--- src/rtl/dac_mode_sequencer_if.sv ---
// MCU mode/control lines in, DAC and PLL control pins out.
interface dac_mode_sequencer_if;
  logic       mcu_44_48;
  logic [1:0] mcu_f;
  logic       mcu_dsd_on;
  logic       mcu_mute;
  logic       mcu_dac_reset;
  logic       dac_44_48;
  logic [1:0] dac_f;
  logic       dac_dsd;
  logic       dac_mute;
  logic       dac_reset;
  logic [1:0] pll_s;
  logic       busy;

  modport master (
    output mcu_44_48, mcu_f, mcu_dsd_on, mcu_mute, mcu_dac_reset,
    input  dac_44_48, dac_f, dac_dsd, dac_mute, dac_reset, pll_s, busy
  );

  modport slave (
    input  mcu_44_48, mcu_f, mcu_dsd_on, mcu_mute, mcu_dac_reset,
    output dac_44_48, dac_f, dac_dsd, dac_mute, dac_reset, pll_s, busy
  );
endinterface

--- src/rtl/dac_mode_sequencer.sv ---
// Glitch-free DAC/PLL reconfiguration: debounce MCU mode lines, then
// mute -> reset with new mode/PLL select -> release -> unmute.
module dac_mode_sequencer #(
  parameter int unsigned STABLE_CYC = 16,
  parameter int unsigned MUTE_CYC   = 4096,
  parameter int unsigned PLL_CYC    = 65536,
  parameter int unsigned SETTLE_CYC = 4096,
  parameter int unsigned CNT_W      = 17
) (
  input  logic                 clk,
  input  logic                 rst_n,
  dac_mode_sequencer_if.slave  bus
);

  localparam int unsigned SCNT_W = (STABLE_CYC > 1) ? $clog2(STABLE_CYC) : 1;
  localparam logic [SCNT_W-1:0] SCNT_MAX   = SCNT_W'(STABLE_CYC - 1);
  localparam logic [CNT_W-1:0]  LOAD_MUTE  = CNT_W'(MUTE_CYC - 1);
  localparam logic [CNT_W-1:0]  LOAD_PLL   = CNT_W'(PLL_CYC - 1);
  localparam logic [CNT_W-1:0]  LOAD_SETTLE = CNT_W'(SETTLE_CYC - 1);

  typedef struct packed {
    logic       fam;
    logic [1:0] f;
    logic       dsd_on;
  } mode_t;

  typedef enum logic [1:0] {
    S_IDLE,
    S_MUTE,
    S_RESET,
    S_RELEASE
  } state_t;

  mode_t             raw;
  mode_t             cand;
  mode_t             smode;
  mode_t             applied;
  mode_t             applied_nxt;
  logic [SCNT_W-1:0] scnt;
  logic [CNT_W-1:0]  cnt;
  logic [CNT_W-1:0]  cnt_nxt;
  state_t            state;
  state_t            state_nxt;
  logic              mute_nxt;
  logic              reset_nxt;
  logic              busy_nxt;

  assign raw = {bus.mcu_44_48, bus.mcu_f, bus.mcu_dsd_on};

  // Mode filter: smode follows raw only after it has held for STABLE_CYC+1 edges
  always_ff @(posedge clk) begin
    if (!rst_n) begin
      cand  <= '0;
      scnt  <= '0;
      smode <= '0;
    end else if (raw != cand) begin
      cand <= raw;
      scnt <= '0;
    end else if (scnt == SCNT_MAX) begin
      smode <= cand;
    end else begin
      scnt <= scnt + SCNT_W'(1);
    end
  end

  // Next-state, wait counter and registered-output next values
  always_comb begin
    state_nxt   = state;
    cnt_nxt     = cnt;
    applied_nxt = applied;
    unique case (state)
      S_IDLE: begin
        if ((smode != applied) || bus.mcu_dac_reset) begin
          state_nxt = S_MUTE;
          cnt_nxt   = LOAD_MUTE;
        end
      end
      S_MUTE: begin
        if (cnt == '0) begin
          state_nxt   = S_RESET;
          cnt_nxt     = LOAD_PLL;
          applied_nxt = smode;
        end else begin
          cnt_nxt = cnt - CNT_W'(1);
        end
      end
      S_RESET: begin
        if (bus.mcu_dac_reset) begin
          cnt_nxt = LOAD_PLL;
        end else if (cnt == '0) begin
          state_nxt = S_RELEASE;
          cnt_nxt   = LOAD_SETTLE;
        end else begin
          cnt_nxt = cnt - CNT_W'(1);
        end
      end
      S_RELEASE: begin
        // A late mode change re-latches straight from reset; mute is already held
        if (bus.mcu_dac_reset || ((cnt == '0) && (smode != applied))) begin
          state_nxt   = S_RESET;
          cnt_nxt     = LOAD_PLL;
          applied_nxt = smode;
        end else if (cnt == '0) begin
          state_nxt = S_IDLE;
        end else begin
          cnt_nxt = cnt - CNT_W'(1);
        end
      end
      default: begin
        state_nxt = S_RESET;
        cnt_nxt   = LOAD_PLL;
      end
    endcase
    busy_nxt  = (state_nxt != S_IDLE);
    reset_nxt = (state_nxt == S_RESET);
    // Unmute is only possible once IDLE has been entered for a full cycle
    mute_nxt  = !((state == S_IDLE) && (state_nxt == S_IDLE)) || bus.mcu_mute;
  end

  always_ff @(posedge clk) begin
    if (!rst_n) begin
      state         <= S_RESET;
      cnt           <= LOAD_PLL;
      applied       <= '0;
      bus.dac_44_48 <= 1'b0;
      bus.dac_f     <= 2'b00;
      bus.dac_dsd   <= 1'b1;
      bus.pll_s     <= 2'b00;
      bus.dac_mute  <= 1'b1;
      bus.dac_reset <= 1'b1;
      bus.busy      <= 1'b1;
    end else begin
      state         <= state_nxt;
      cnt           <= cnt_nxt;
      applied       <= applied_nxt;
      bus.dac_44_48 <= applied_nxt.fam;
      bus.dac_f     <= applied_nxt.f;
      bus.dac_dsd   <= ~applied_nxt.dsd_on;
      bus.pll_s     <= {applied_nxt.dsd_on, applied_nxt.fam};
      bus.dac_mute  <= mute_nxt;
      bus.dac_reset <= reset_nxt;
      bus.busy      <= busy_nxt;
    end
  end

endmodule

--- src/flat_wrapper.sv ---
// flat-port wrapper written by rule: the top's interface ports become plain ports
module dac_mode_sequencer_flat 
#(
  parameter int unsigned STABLE_CYC = 16,
  parameter int unsigned MUTE_CYC   = 4096,
  parameter int unsigned PLL_CYC    = 65536,
  parameter int unsigned SETTLE_CYC = 4096,
  parameter int unsigned CNT_W      = 17
)
  (clk, rst_n, bus_mcu_44_48, bus_mcu_f, bus_mcu_dsd_on, bus_mcu_mute, bus_mcu_dac_reset, bus_dac_44_48, bus_dac_f, bus_dac_dsd, bus_dac_mute, bus_dac_reset, bus_pll_s, bus_busy);
  dac_mode_sequencer_if bus_i ();
  input  logic clk;
  input  logic rst_n;
  input wire logic [$bits(bus_i.mcu_44_48)-1:0] bus_mcu_44_48;
  input wire logic [$bits(bus_i.mcu_f)-1:0] bus_mcu_f;
  input wire logic [$bits(bus_i.mcu_dsd_on)-1:0] bus_mcu_dsd_on;
  input wire logic [$bits(bus_i.mcu_mute)-1:0] bus_mcu_mute;
  input wire logic [$bits(bus_i.mcu_dac_reset)-1:0] bus_mcu_dac_reset;
  output wire logic [$bits(bus_i.dac_44_48)-1:0] bus_dac_44_48;
  output wire logic [$bits(bus_i.dac_f)-1:0] bus_dac_f;
  output wire logic [$bits(bus_i.dac_dsd)-1:0] bus_dac_dsd;
  output wire logic [$bits(bus_i.dac_mute)-1:0] bus_dac_mute;
  output wire logic [$bits(bus_i.dac_reset)-1:0] bus_dac_reset;
  output wire logic [$bits(bus_i.pll_s)-1:0] bus_pll_s;
  output wire logic [$bits(bus_i.busy)-1:0] bus_busy;
  assign bus_i.mcu_44_48 = bus_mcu_44_48;
  assign bus_i.mcu_f = bus_mcu_f;
  assign bus_i.mcu_dsd_on = bus_mcu_dsd_on;
  assign bus_i.mcu_mute = bus_mcu_mute;
  assign bus_i.mcu_dac_reset = bus_mcu_dac_reset;
  assign bus_dac_44_48 = bus_i.dac_44_48;
  assign bus_dac_f = bus_i.dac_f;
  assign bus_dac_dsd = bus_i.dac_dsd;
  assign bus_dac_mute = bus_i.dac_mute;
  assign bus_dac_reset = bus_i.dac_reset;
  assign bus_pll_s = bus_i.pll_s;
  assign bus_busy = bus_i.busy;
  dac_mode_sequencer #(.STABLE_CYC(STABLE_CYC), .MUTE_CYC(MUTE_CYC), .PLL_CYC(PLL_CYC), .SETTLE_CYC(SETTLE_CYC), .CNT_W(CNT_W)) u_core (.clk(clk), .rst_n(rst_n), .bus(bus_i));
endmodule
--- config.mk ---
export PLATFORM = sky130hd
export DESIGN_NAME = dac_mode_sequencer_flat
export DESIGN_NICKNAME = d
export VERILOG_FILES = /design/src/rtl/dac_mode_sequencer_if.sv /design/src/rtl/dac_mode_sequencer.sv /design/src/flat_wrapper.sv
export SDC_FILE = /design/constraint.sdc
export NUM_CORES = 1
export LEC_CHECK = 0
export CAP_MARGIN = 20
export CORE_ASPECT_RATIO = 0.75
export CORE_MARGIN = 2
export CORE_UTILIZATION = 55
export CTS_BUF_LIST = sky130_fd_sc_hd__clkbuf_4
export DETAILED_ROUTE_END_ITERATION = 12
export DONT_BUFFER_PORTS = 1
export PLACE_DENSITY = 0.76
export SLEW_MARGIN = 20
export SYNTH_ARGS = -nofsm -noshare
export SYNTH_HDL_FRONTEND = slang
export SYNTH_SLANG_ARGS = --single-unit
--- constraint.sdc ---
create_clock -name clk -period 5.9 [get_ports clk]
set_clock_uncertainty 0.15 [all_clocks]
set_input_delay 0.885 -clock clk [delete_from_list [all_inputs] [get_ports clk]]
set_output_delay 0.885 -clock clk [all_outputs]
set_load 0.005 [all_outputs]
==> run_results.csv <==
group,metric,value,unit
status,status,"completed",
floorplanning,die_w,75.8,um
sta,holdWs,0.377,ns
pwr,p_leak,0.768,nW
cells_and_area,layout_common_cells,"dfxtp_1 (39), nor2_1 (20), nand2_1 (17)",
routing,avgRoutedWirePerCell,16.4,um
floorplanning,fp-row-count,19,
floorplanning,pin_count,17,
cells_and_area,final_core_util,0.603,
grt,gr-usage-met1,0.403,
pwr,p_comb_frac,0.039,
cells_and_area,antenna_cells,0,
clock_network,cts_inserted_buffers,5,
sta,fin_ws,2.94,ns
cells_and_area,seq_area,781,um2
sta,finalHoldViolCount,0,
clock_network,clock_latency,0.36,ns
clock_network,clock_tree.buffer_depth,2,
clock_network,clkSlewWorstSetupHoldPaths,0.13,ns
grt,use_met3,0.0626,
routing,wl,4910,um
yosys,synthTopCellsByArea,"dfxtp_1 (37%), a21oi_1 (3.8%), nor2_1 (3.5%)",
critical_path,critPathArrivalTime,3.07,ns
grt,grt_util_all_layers,0.247,
grt,grt_pass1_vias,1647,
pwr,p_switching,0.106,mW
critical_path,crit_chain,"inv_1 -> ha_1 -> nor4b_1 -> nand4_2 -> nand2_1 -> a21oi_1 -> o311ai_0",
floorplanning,placeableCoreArea,3680,um2
clock_network,post_cts_buffers,0,
clock_network,ctsHoldBuffers,0,
clock_network,cts_tree,"done",
sta,max_slew_margin,0.553,
critical_path,cp.required,6.01,ns
grt,grt_antenna_before_repair,0,
pwr,p_per_area,211,nW/um2
sta,period_needed,2.96,ns
cells_and_area,nets,257,
floorplanning,die_h,57.9,um
clock_network,cts_max_level,2,
yosys,postSynthCellCount,251,
grt,grt_pass1_wl,8240,um
clock_network,clock_sinks,39,
clock_network,cts.repair.resized,0,
critical_path,worstSetupEndpointType,"flip-flop",
sta,final.period_utilization,0.502,
critical_path,crit_type,"reg2reg",
floorplanning,initial_core_util,0.578,
critical_path,cp_max_fo,17,
routing,drt_pass1_iterations,5,
cells_and_area,area_growth,4.41,%
routing,vias,1963,
grt,top_usage_layer,"met1",
pwr,swShare,0.227,
cells_and_area,multi_input_area,1260,um2
critical_path,worstSetupStartpointType,"flip-flop",
pwr,peakVddDrop,0.185,mV
place,pre_cts_ws,3.09,ns
sta,rsz0062_at_grt,"false",
cells_and_area,n_fill_cell,345,
place,dpl.hpwl,3500,um
yosys,ys_seq_area_frac,0.367,
yosys,syn_area,2130,um2
sta,setup_viol,0,
yosys,ys_warn_count,0,
sta,slew_violations,0,
critical_path,cp_slowest_cell,"nand2_1",
worst_hold_path,worstHoldPathType,"reg2reg",
floorplanning,die_area,4390,um2
yosys,ys_ff_latch,39,
critical_path,slowest_delay,0.61,ns
yosys,async_reset_ff_frac,0,
place,dpl_cell_area,2140,um2
grt,grt_max_degree,27,
sta,worstMarginPinSlew,0.661,ns
cells_and_area,final_area,2220,um2
yosys,synth_top_area_frac,0.367,
place,portBuffers,0,
grt,grtUsageMet2,0.313,
pwr,p_int,0.362,mW
routing,drc,0,
yosys,synth_area_per_cell,8.48,um2
place,place.gp.congestion,0.918,
yosys,synth_flop_cell,"dfxtp_1",
yosys,synth_top_cell_by_area,"dfxtp_1",
run,maxCapViolations,0,
yosys,synth-edff-count,0,
routing,drtIter0Drc,200,
pwr,clkPwrFrac,0.389,
routing,ant_nets,0,
clock_network,cts_root_buf,"clkbuf_4",
yosys,synthesis.nets,262,
sta,setup_tns,0,ns
sta,fmax,337,MHz
cells_and_area,drive_gt1_frac,0.0972,
grt,grt.overflow.total,0,
pwr,power_frac_seq,0.571,
routing,via_per_inst,6.57,
cells_and_area,final_common_cell,"dfxtp_1",
yosys,synth.distinct_cells,57,
## final timing paths
path                                     start                         end  slack [ns]  cells past startpoint
hold reg to reg   u_core.smode[3]$_SDFFE_PN0P_                   flip-flop        0.38                      2
setup reg to reg    u_core.cnt[0]$_SDFFE_PN1P_  u_core.cnt[9]$_SDFFE_PN1P_        2.94                      7
setup / recovery    u_core.cnt[0]$_SDFFE_PN1P_  u_core.cnt[9]$_SDFFE_PN1P_        2.94                      7
hold / removal    u_core.smode[3]$_SDFFE_PN0P_                   flip-flop        0.38                      2
## power by group through the flow
stage	Sequential (mW)	Clock (mW)	Combinational (mW)
finish	0.268	0.182	0.0185
global route	0.268	0.197	0.0207
CTS	0.268	0.188	0.0183
detailed placement	0.273	0	0.0182
global placement	0.273	0	0.0180
floorplan	0.273	0	0.0178
## layout make-up
type,count,share of cell area
clock buffers,5,0.0169
multi-input cells,191,0.568
flip-flops and latches,39,0.351
well taps,52,0.0293
clock inverters,3,0.0197
inverters,9,0.0152
## kinds of logic after synthesis
family                   after synthesis  synth area share
XOR/XNOR                               6            0.0247
AO/OA/AOI/OAI                         72             0.240
buffers and inverters                 21            0.0406
multiplexers                           6            0.0282
flip-flops                            39             0.367
adder cells (fa/ha/maj)                3            0.0176
AND/OR/NAND/NOR                      104             0.282
## synth_stat cells (4+ instances only)
| cell | n |
|---|---|
| dfxtp_1 | 39 |
| nor2_1 | 20 |
| nand2_1 | 17 |
| a21oi_1 | 16 |
| nand3_1 | 14 |
| o21ai_0 | 14 |
| nor3_1 | 10 |
| clkbuf_1 | 8 |
| nand4_1 | 8 |
| inv_1 | 7 |
| mux2i_1 | 6 |
| and2_1 | 5 |
| nor2b_1 | 5 |
| o311ai_0 | 5 |
| o31ai_1 | 5 |
| a22oi_1 | 4 |
| xor2_1 | 4 |
## through the flow
step | std cells | total power [mW]
floorplan | 251 | 0.291
global placement | 291 | 0.291
detailed placement | 291 | 0.292
CTS | 299 | 0.474
global route | 299 | 0.486
finish | 299 | 0.468
## flip-flops by register name, summed over array words and instances (netlist names), named ones only
name and flops:
u_core.applied 1, u_core.bus.busy 1, u_core.bus.dac_dsd 1, u_core.bus.dac_f 2, u_core.bus.dac_mute 1, u_core.bus.dac_reset 1
u_core.cand 4, u_core.cnt 17, u_core.scnt 4, u_core.smode 4, u_core.state 2
## worst max-delay path: cells and delay by family (launching register included)
family,cells,cell delay (ns)
and+or+nand+nor,3,1.66
AOI/OAI and AO/OA,2,0.46
DFF,1,0.35
buffers and inverters,1,0.10
adders and majority gates,1,0.14
## metal layers
layer	part of all wire	wire length [um]
met2	0.40	1960
met3	0.070	342
met5	0	0
met1	0.52	2530
met4	0.015	76
Note: power is estimated with default switching activity, not from simulation.
